--- src/rtl/serial_adder_pkg.sv ---
// Shared constants and FSM state encoding for the bit-serial adder.
package serial_adder_pkg;

    localparam int DEFAULT_WIDTH = 8;

    typedef enum logic [1:0] {
        IDLE = 2'd0,
        RUN  = 2'd1,
        DONE = 2'd2
    } state_t;

endpackage

--- src/rtl/full_adder.sv ---
// One-bit full adder used as the per-bit adder of serial_adder.
module full_adder (
    input  logic A,
    input  logic B,
    input  logic Cin,
    output logic Sum,
    output logic Cout
);

    assign Sum  = A ^ B ^ Cin;
    assign Cout = (A & B) | (Cin & (A ^ B));

endmodule

--- src/rtl/serial_adder.sv ---
// Bit-serial adder: one operand bit per clock through a single full_adder, LSB first.
// Optional macro SERIAL_ADDER_OVF_EN adds the signed-overflow output Ovf.
module serial_adder
    import serial_adder_pkg::*;
#(
    parameter int WIDTH = DEFAULT_WIDTH
) (
    input  logic             clk,
    input  logic             rst,
    input  logic             start,
    input  logic [WIDTH-1:0] A,
    input  logic [WIDTH-1:0] B,
    input  logic             Cin,
    output logic             busy,
    output logic             done,
`ifdef SERIAL_ADDER_OVF_EN
    output logic             Ovf,
`endif
    output logic [WIDTH-1:0] Sum,
    output logic             Cout
);

    localparam int CW = $clog2(WIDTH + 1);
    localparam logic [CW-1:0] LAST = CW'(WIDTH - 1);

    state_t state;
    state_t next_state;
    logic   accept;
    logic   finish;

    logic [WIDTH-1:0] a_sr;
    logic [WIDTH-1:0] b_sr;
    // Holds the WIDTH-1 bits already produced; the final bit joins them in res_next.
    logic [WIDTH-1:1] res_sr;
    logic [WIDTH-1:0] res_next;
    logic             carry;
    logic [CW-1:0]    cnt;
    logic             fa_sum;
    logic             fa_cout;

    full_adder u_fa (
        .A    (a_sr[0]),
        .B    (b_sr[0]),
        .Cin  (carry),
        .Sum  (fa_sum),
        .Cout (fa_cout)
    );

    assign res_next = {fa_sum, res_sr};
    assign finish   = (state == RUN) && (cnt == LAST);
    assign busy     = (state == RUN);
    assign done     = (state == DONE);

    always_ff @(posedge clk or posedge rst) begin
        if (rst) begin
            state <= IDLE;
        end else begin
            state <= next_state;
        end
    end

    always_comb begin
        next_state = state;
        accept     = 1'b0;
        case (state)
            IDLE: begin
                if (start) begin
                    accept     = 1'b1;
                    next_state = RUN;
                end
            end
            RUN: begin
                if (cnt == LAST) begin
                    next_state = DONE;
                end
            end
            DONE: begin
                if (start) begin
                    accept     = 1'b1;
                    next_state = RUN;
                end else begin
                    next_state = IDLE;
                end
            end
            default: next_state = IDLE;
        endcase
    end

    always_ff @(posedge clk or posedge rst) begin
        if (rst) begin
            a_sr   <= '0;
            b_sr   <= '0;
            res_sr <= '0;
            carry  <= 1'b0;
            cnt    <= '0;
            Sum    <= '0;
            Cout   <= 1'b0;
        end else if (accept) begin
            a_sr  <= A;
            b_sr  <= B;
            carry <= Cin;
            cnt   <= '0;
        end else if (state == RUN) begin
            a_sr   <= {1'b0, a_sr[WIDTH-1:1]};
            b_sr   <= {1'b0, b_sr[WIDTH-1:1]};
            res_sr <= res_next[WIDTH-1:1];
            carry  <= fa_cout;
            cnt    <= cnt + CW'(1);
            // Outputs change only as DONE is entered, so they hold through RUN.
            if (finish) begin
                Sum  <= res_next;
                Cout <= fa_cout;
            end
        end
    end

`ifdef SERIAL_ADDER_OVF_EN
    // On the last bit, carry is the carry into the MSB and fa_cout the carry out of it.
    always_ff @(posedge clk or posedge rst) begin
        if (rst) begin
            Ovf <= 1'b0;
        end else if (finish) begin
            Ovf <= carry ^ fa_cout;
        end
    end
`endif

endmodule

--- config.mk ---
export PLATFORM = sky130hd
export DESIGN_NAME = serial_adder
export DESIGN_NICKNAME = d
export VERILOG_FILES = /design/src/rtl/serial_adder_pkg.sv /design/src/rtl/full_adder.sv /design/src/rtl/serial_adder.sv
export SDC_FILE = /design/constraint.sdc
export NUM_CORES = 1
export LEC_CHECK = 0
export BUFFER_PORTS_ARGS = -buffer_cell sky130_fd_sc_hd__buf_4
export CAP_MARGIN = 10
export CORE_MARGIN = 2
export CORE_UTILIZATION = 54
export DETAILED_ROUTE_END_ITERATION = 10
export HOLD_SLACK_MARGIN = 0.06
export PLACE_DENSITY = 0.87
export RECOVER_POWER = 100
export SETUP_SLACK_MARGIN = 0.02
export SKIP_LAST_GASP = 1
export SLEW_MARGIN = 20
export SYNTH_ARGS = -nofsm -noshare
export SYNTH_HDL_FRONTEND = slang
export SYNTH_HIERARCHICAL = 1
export SYNTH_SLANG_ARGS = --single-unit
--- constraint.sdc ---
create_clock -name clk -period 1.7 [get_ports clk]
set_input_delay 0.34 -clock clk [delete_from_list [all_inputs] [get_ports clk]]
set_output_delay 0.34 -clock clk [all_outputs]
set_load 0.01 [all_outputs]
==> impl_metrics.toml, run 1 <==
[status]
status = "finished clean"

[cts]
postCtsHoldBufs = 0
cts_tree = "built"
clk_pin_slew_worst_paths_ns = 0.12
cts.sink_count = 39
root_buffer = "clkbuf_4"
cts_made_buffers = 5
htree_num_levels = 2
cts.path.max_buffers = 2
clock_latency_ns = 0.34

[die]
core_area_um2 = 2829
dieHeight_um = 59.05
fp-row-count = 19
io_pins = 31
initial_core_util = 0.5785
die_w_um = 59.05
dieArea_um2 = 3487

[logic_synthesis]
seq_area_frac_synth = 0.5963
ys_top_cells_by_count = "50 x nand2_1, 39 x dfrtp_1, 11 x nor2_1"
synth.distinct_cells = 24
synthFlopType = "dfrtp_1"
synth_top_area_share = 0.5963
ys_seq_elements = 39
synthesis.nets = 180
synth-edff-count = 0
synth.avg_cell_area_um2 = 10.36
postSynthCellCount = 158
netlist_top_cells_area = "dfrtp_1 60%, nand2_1 11%, mux2_2 6.2%, a31oi_1 3.4%, a22oi_1 2.8%"
ys_async_sr_fraction = 1.000
synth_top_area_cell = "dfrtp_1"
synth.most_common_cell = "nand2_1"
mappedNetlistArea_um2 = 1637
ys_warn_count = 6

[setup_path]
reg2reg_to = "Sum[5]"
r2r_slack_ns = 0.15
setup.worst_path.end_class = "output pin"
cp.arrival_ns = 1.32
rr_worst_depth = 5
critPathLaunchType = "register"
r2r_start = "cnt[0]"
cp_max_fo = 11
crit_type = "reg2out"
cp.required_ns = 1.36

[job]
max_cap_viol_count = 0

[global_routing]
grt.met2_usage = 0.3587
grt_antenna_before_repair = 0
grt_pass1_vias = 1357
met1_usage = 0.2934
use_met3 = 0.06332
grt_max_degree = 40
track_usage = 0.2332
grt_pass1_wl_mm = 5.878
overflow = 0
gr-max-usage-layer = "met2"

[drt]
vias = 1272
wl_per_cell_um = 15.43
first_pass_iters = 4
ant_nets = 0
drt_iter0_markers = 58
drc = 0
via_per_inst = 5.653
totalWireLength_mm = 3.472

[power]
power_density_nw_per_um2 = 1822
pwr-share-seq = 0.449
power.switching_mw = 1.388
share_comb_of_total_power = 0.404
clkPwrFrac = 0.147
ir_worst_vdd_mv = 1.081
p_int_mw = 2.247
p_leak_nw = 1.004
p_sw_frac = 0.3817
power_mw = 3.635

[layout]
areaGrowthSynthToFinish_pct = 21.87
final_util = 0.7050
final-seq-area_um2 = 975.9
fillers = 202
antennaDiodeCount = 0
final_area_um2 = 1994
drive_above_1_share = 0.2887
multi_input_area_um2 = 610.6
layout.nets = 215
finalNonFillerCells = 225

[timing]
layout_setup_ws_ns = 0.03840
slew_viol_final = 0
setup-violations-final = 0
rsz0062_at_grt = "true"
hold_slack_ns = 0.2213
tns_ns = 0
skew_ns = 0.01060
worstMarginPinSlew_ns = 0.9251
clock.fmax_mhz = 601.8
finalHoldViolations = 0
relSlewSlack = 0.3832
period_needed_ns = 1.662
min_period_over_period = 0.9774

[place]
port_buffers = 30
routabilityCongestion = 0.7281
place_area_um2 = 1893
hpwl_mm = 2.330
dp_cells = 215
post-place-ws_ns = 0.09985

[min_path]
hold-path-endpoint = "a_sr[5]"
min-delay-start = "A[5]"
hp-class = "in2reg"
hold-path-cell-count = 3
-- cell families after synthesis --
group | after synthesis | synth area share
AND/OR/NAND/NOR | 75 | 0.1965
flip-flops | 39 | 0.5963
AO/OA/AOI/OAI | 20 | 0.08180
buffers and inverters | 11 | 0.03210
multiplexers | 10 | 0.06804
adder cells (fa/ha/maj) | 2 | 0.01988
XOR/XNOR | 1 | 0.005353
-- how the worst max path moves through the flow --
stage | startpoint | to | slack, ns | cells after the start
2_1_floorplan | state[1] | Cout | 0.24 | 4
3_3_place_gp | state[1] | Sum[5] | 0.17 | 3
3_5_place_dp | cnt[0] | Sum[5] | 0.1 | 4
4_1_cts | state[1] | busy | 0.02 | 3
5_1_grt | state[1] | busy | -0.005 | 3
6_report | state[1] | busy | 0.04 | 3
-- registers in the layout (all words and copies together), names as in the netlist --
name / count
carry: 1
b_sr: 8
cnt: 4
res_sr: 7
state: 2
a_sr: 8
Cout: 1
Sum: 8
-- cells in the final DEF, fill, tap and decap left out, types with 2 or more instances in the layout --
| cell type | n |
|---|---|
| nand2_1 | 50 |
| nand3_1 | 7 |
| and2b_1 | 2 |
| a22oi_1 | 6 |
| o21ai_0 | 2 |
| a31oi_1 | 9 |
| nor2_1 | 11 |
| clkbuf_4 | 6 |
| clkbuf_8 | 2 |
| a22o_1 | 2 |
| mux2_2 | 9 |
| dfrtp_1 | 39 |
| buf_4 | 33 |
-- metal layers --
metal | vias up | part of all wire
met1 | 619 | 0.41
met2 | 48 | 0.51
li1 | 597 | -
met5 | - | 0
met4 | 0 | 0.020
met3 | 8 | 0.060
-- repair_timing --
action                     CTS  global route
resized for setup            2             1
setup buffers                0             1
pin swaps                    0             1
gates cloned                 1             0
setup endpoints to repair    1            10
-- power by group through the flow --
stage,Sequential (mW),Clock (mW),Combinational (mW)
after floorplan,1.61,0,0.918
after global placement,1.61,0,1.31
after detailed placement,1.64,0,1.40
after CTS,1.63,0.544,1.45
after global routing,1.67,0.584,1.64
final,1.63,0.535,1.47
-- critical path: stages (launching register included) --
cell and delay [ns]:
dfrtp_1 0.40, nand2b_2 0.30, inv_6 0.16, buf_4 0.13
-- cell type report --
class                   instances  share of cell area
clock buffers                   8             0.03450
inverters                       2            0.006274
multi-input cells             108              0.3061
flip-flops and latches         39              0.4893
well taps                      31             0.01945
repair inverters                1            0.003764
repair buffers                 36              0.1405
Power figures use the tool's default switching activity.
==> run 2: changes to the inputs <==
--- a/config.mk
+++ b/config.mk
@@ -9,6 +9,7 @@
 export CAP_MARGIN = 10
 export CORE_MARGIN = 2
 export CORE_UTILIZATION = 54
+export CTS_BUF_LIST = sky130_fd_sc_hd__clkbuf_4 sky130_fd_sc_hd__clkbuf_8 sky130_fd_sc_hd__clkbuf_16
 export DETAILED_ROUTE_END_ITERATION = 10
 export HOLD_SLACK_MARGIN = 0.06
 export PLACE_DENSITY = 0.87
==> run 2 against run 1 <==
Net effect:
- setup slack worse by 0.0046 ns
- critical path depth stayed put
- clock skew is 0.0023 ns lower
- largest cell class unchanged
==> impl_metrics.toml, run 2 (synthesized netlist as in run 1, its figures left out) <==
[cts]
cts_tree = "built"
htree_num_levels = 2
root_buffer = "clkbuf_4"
clock_latency_ns = 0.34
cts.sink_count = 39
cts.path.max_buffers = 2
postCtsHoldBufs = 0
clk_pin_slew_worst_paths_ns = 0.12
cts_made_buffers = 5

[timing]
min_period_over_period = 0.9801
worstMarginPinSlew_ns = 0.9462
relSlewSlack = 0.3692
clock.fmax_mhz = 600.2
skew_ns = 0.008307
slew_viol_final = 0
period_needed_ns = 1.666
layout_setup_ws_ns = 0.03384
setup-violations-final = 0
rsz0062_at_grt = "true"
finalHoldViolations = 0

[die]
core_area_um2 = 2829
io_pins = 31
dieHeight_um = 59.05
dieArea_um2 = 3487
die_w_um = 59.05
initial_core_util = 0.5785
fp-row-count = 19

[drt]
wl_per_cell_um = 15.68
vias = 1274
ant_nets = 0
drc = 0
drt_iter0_markers = 68
first_pass_iters = 4
via_per_inst = 5.662
totalWireLength_mm = 3.528

[layout]
areaGrowthSynthToFinish_pct = 22.09
layout_commonest_cell = "nand2_1"
reg.largest.list = "Sum x8, a_sr x8, b_sr x8"
finalNonFillerCells = 225
final_area_um2 = 1998
layout.nets = 215
antennaDiodeCount = 0
multi_input_area_um2 = 610.6
final-seq-area_um2 = 975.9
fillers = 202
drive_above_1_share = 0.2938
layout_common_cells = "50 x nand2_1, 39 x dfrtp_1, 33 x buf_4, 11 x nor2_1"

[place]
post-place-ws_ns = 0.09985
dp_cells = 215
routabilityCongestion = 0.7281
hpwl_mm = 2.330
port_buffers = 30
place_area_um2 = 1893

[setup_path]
critical-path-top-delay-family = "flip-flops"
setup.worst_path.end_class = "output pin"
cp.arrival_ns = 1.33
slowest_stage = "dfrtp_1"
critPathLaunchType = "register"
cp_max_fo = 11
cpPeakStageDelay_ns = 0.40
cp.required_ns = 1.36
crit_chain = "nand2b_2 > inv_6 > buf_4"
worst-path-buf-inv = 2
crit_type = "reg2out"

[power]
power_mw = 3.657
p_leak_nw = 1.007
ir_worst_vdd_mv = 1.087
power_density_nw_per_um2 = 1830

[global_routing]
overflow = 0
gr-max-usage-layer = "met2"
grt_pass1_vias = 1364
use_met3 = 0.06332
met1_usage = 0.2904
grt_max_degree = 40
track_usage = 0.2346
grt_pass1_wl_mm = 5.906
grt_antenna_before_repair = 0
grt.met2_usage = 0.3667

[job]
max_cap_viol_count = 0

[min_path]
hp-class = "in2reg"

[status]
status = "finished clean"
[run 2: cell count changes in the layout (fill, tap and decap cells not counted)]
cell	change
clkbuf_1	-1
clkbuf_4	+1
[run 2: area by class of cell]
| type | count | area share |
|---|---|---|
| clock buffer | 8 | 0.03632 |
| inverter | 2 | 0.006262 |
| multi-input combinational | 108 | 0.3056 |
| sequential | 39 | 0.4884 |
| tap | 31 | 0.01941 |
| timing repair buffer | 36 | 0.1403 |
| timing repair inverter | 1 | 0.003757 |
[run 2: final timing paths]
check                               start   endpoint  slack, ns  cells after the start
worst max-delay path             state[1]       busy       0.03                      3
worst max register to register     cnt[0]     Sum[5]       0.15                      5
worst min register to register  res_sr[1]  res_sr[1]       0.49                      2
worst min-delay path                 A[5]    a_sr[5]       0.22                      3
min in group asynchronous             rst    a_sr[1]       0.28                      3
max in group asynchronous             rst  res_sr[6]       0.85                      3
[run 2: worst register-to-register path, delay by kind of cell, from the launching register on]
family	cells	cell delay (ns)
multiplexers	1	0.34
adder cells (fa/ha/maj)	1	0.20
buffers and inverters	1	0.16
AND/OR/NAND/NOR	2	0.33
flip-flops	1	0.41
[run 2: report_power, final]
part | total [mW] | internal, mW | switching (mW)
Sequential | 1.63 | 1.35 | 0.284
Combinational | 1.47 | 0.657 | 0.816
Clock | 0.553 | 0.259 | 0.294
Total | 3.66 | 2.26 | 1.39
[run 2: per-stage QoR]
stage	setup TNS [ns]	hold WS (ns)	utilization
after global routing	-0.005337	0.2120	0.7063
final	0	0.2209	0.7063
after global placement	0	0.4541	0.6692
after floorplan	0	0.4402	-
after CTS	0	0.1026	0.6992
after detailed placement	0	0.4642	0.6692
[run 2: what timing repair did]
item / 4_1_cts / 5_1_grt
gates resized for setup: 2 / 1
pin swaps: 0 / 1
cloned: 1 / 0
endpoints found under the setup margin: 1 / 10
buffers inserted: 0 / 1
[run 2: layer usage]
| layer | share of wire | wire (um) | vias up |
|---|---|---|---|
| li1 | - | - | 598 |
| met1 | 0.43 | 1500 | 621 |
| met2 | 0.50 | 1756 | 45 |
| met3 | 0.052 | 185 | 10 |
| met4 | 0.024 | 85 | 0 |
| met5 | 0 | 0 | - |
==> run 3: changes to the inputs <==
--- a/config.mk
+++ b/config.mk
@@ -8,11 +8,11 @@
 export BUFFER_PORTS_ARGS = -buffer_cell sky130_fd_sc_hd__buf_4
 export CAP_MARGIN = 10
 export CORE_MARGIN = 2
-export CORE_UTILIZATION = 54
+export CORE_UTILIZATION = 50
 export CTS_BUF_LIST = sky130_fd_sc_hd__clkbuf_4 sky130_fd_sc_hd__clkbuf_8 sky130_fd_sc_hd__clkbuf_16
 export DETAILED_ROUTE_END_ITERATION = 10
 export HOLD_SLACK_MARGIN = 0.06
-export PLACE_DENSITY = 0.87
+export PLACE_DENSITY = 0.82
 export RECOVER_POWER = 100
 export SETUP_SLACK_MARGIN = 0.02
 export SKIP_LAST_GASP = 1
==> run 3 against run 2 <==
Net effect:
- sequential share of layout area increased by 0.59 points
- global-route usage decreased by 3.4 points
- flip-flop and latch count unchanged
- critical path type unchanged
==> impl_metrics.toml, run 3 (synthesized netlist as in run 1, its figures left out) <==
[status]
status = "finished clean"

[global_routing]
grt_antenna_before_repair = 0
track_usage = 0.2011
grt_pass1_wl_mm = 5.382
grt_pass1_vias = 1212
overflow = 0
grt_max_degree = 40

[setup_path]
slowest_stage = "dfrtp_1"
reg2reg_to = "Sum[3]"
crit_chain = "nand2b_4 > inv_4 > buf_4"
r2r_start = "cnt[0]"
cp_max_fo = 10
r2r_slack_ns = 0.16
critical-path-top-delay-family = "flip-flops"
setup.worst_path.end_class = "output pin"
cp.arrival_ns = 1.20
crit_type = "reg2out"
cp.required_ns = 1.36
critPathLaunchType = "register"
rr_worst_depth = 5
cpPeakStageDelay_ns = 0.41
worst-path-buf-inv = 2

[timing]
finalHoldViolations = 0
setup-violations-final = 0
relSlewSlack = 0.3787
worstMarginPinSlew_ns = 0.9320
skew_ns = 0.003019
tns_ns = 0
period_needed_ns = 1.544
hold_slack_ns = 0.2224
clock.fmax_mhz = 647.5
rsz0062_at_grt = "false"
slew_viol_final = 0
min_period_over_period = 0.9085
layout_setup_ws_ns = 0.1556

[power]
share_comb_of_total_power = 0.379
p_leak_nw = 0.9683
p_int_mw = 2.181
power.switching_mw = 1.315
clkPwrFrac = 0.158
ir_worst_vdd_mv = 0.7923
pwr-share-seq = 0.463
power_density_nw_per_um2 = 1771
power_mw = 3.496
p_sw_frac = 0.3760

[min_path]
min-delay-start = "A[5]"
hold-path-cell-count = 3
hold-path-endpoint = "a_sr[5]"
hp-class = "in2reg"

[drt]
drc = 0
drt_iter0_markers = 44
vias = 1225
via_per_inst = 5.147
first_pass_iters = 4
ant_nets = 0
wl_per_cell_um = 13.56
totalWireLength_mm = 3.228

[layout]
layout_commonest_cell = "nand2_1"
antennaDiodeCount = 0
final_area_um2 = 1974
final_util = 0.6415
reg.largest.list = "Sum x8, a_sr x8, b_sr x8"
layout_common_cells = "50 x nand2_1, 39 x dfrtp_1, 22 x buf_4, 11 x nor2_1, 10 x clkbuf_1"
layout.nets = 215
finalNonFillerCells = 238
areaGrowthSynthToFinish_pct = 20.64
drive_above_1_share = 0.2423

[place]
dp_cells = 228
place_area_um2 = 1909
post-place-ws_ns = 0.09042
port_buffers = 30
hpwl_mm = 2.124
routabilityCongestion = 0.7797

[die]
io_pins = 31
initial_core_util = 0.5317
dieArea_um2 = 3747
fp-row-count = 20
die_w_um = 61.21
dieHeight_um = 61.21
core_area_um2 = 3078

[cts]
clock_latency_ns = 0.34
postCtsHoldBufs = 0
cts_tree = "built"
cts.sink_count = 39
cts.path.max_buffers = 2
root_buffer = "clkbuf_4"
cts_made_buffers = 5
htree_num_levels = 2
clk_pin_slew_worst_paths_ns = 0.11

[job]
max_cap_viol_count = 0
==> run 3: power by group through the flow <==
stage / Combinational, mW / Clock (mW) / Sequential, mW
after floorplan: 0.918 / 0 / 1.61
after global placement: 1.30 / 0 / 1.61
after detailed placement: 1.36 / 0 / 1.63
after CTS: 1.41 / 0.559 / 1.62
after global routing: 1.48 / 0.601 / 1.67
final: 1.33 / 0.551 / 1.62
==> run 3: layer usage <==
layer / wire, um / track usage / vias to the layer above
li1: - / - / 599
met1: 1475 / 0.2636 / 592
met2: 1541 / 0.3055 / 26
met3: 150 / 0.06723 / 8
met4: 61 / 0.09006 / 0
met5: 0 / 0 / -
==> run 3: final cells by class <==
cell class,instances,area [um2]
fill,260,1104
sequential,39,975.9
multi-input combinational,108,615.6
timing repair buffer,36,240.2
clock buffer,8,72.57
tap,44,55.05
inverter,2,10.01
timing repair inverter,1,5.005
==> run 3: tightest hold or removal path, delay by kind of cell <==
kind | cells | cell delay, ns
simple gates | 1 | 0.06
compound gates | 1 | 0.06
buf+inv | 1 | 0.08
==> run 3: worst max path at each step <==
stage / start / endpoint / slack, ns / cells past startpoint
floorplan: state[1] / Cout / 0.24 / 4
global placement: state[1] / Sum[5] / 0.16 / 3
detailed placement: cnt[0] / Sum[3] / 0.09 / 4
CTS: state[1] / busy / 0.03 / 3
global route: state[1] / busy / 0.08 / 3
finish: state[1] / busy / 0.16 / 3
==> run 3: timing repair <==
action | CTS | global route
cloned | 1 | 0
endpoints found under the setup margin | 1 | 10
setup buffers | 0 | 1
pin swaps | 0 | 1
gates resized for setup | 2 | 1
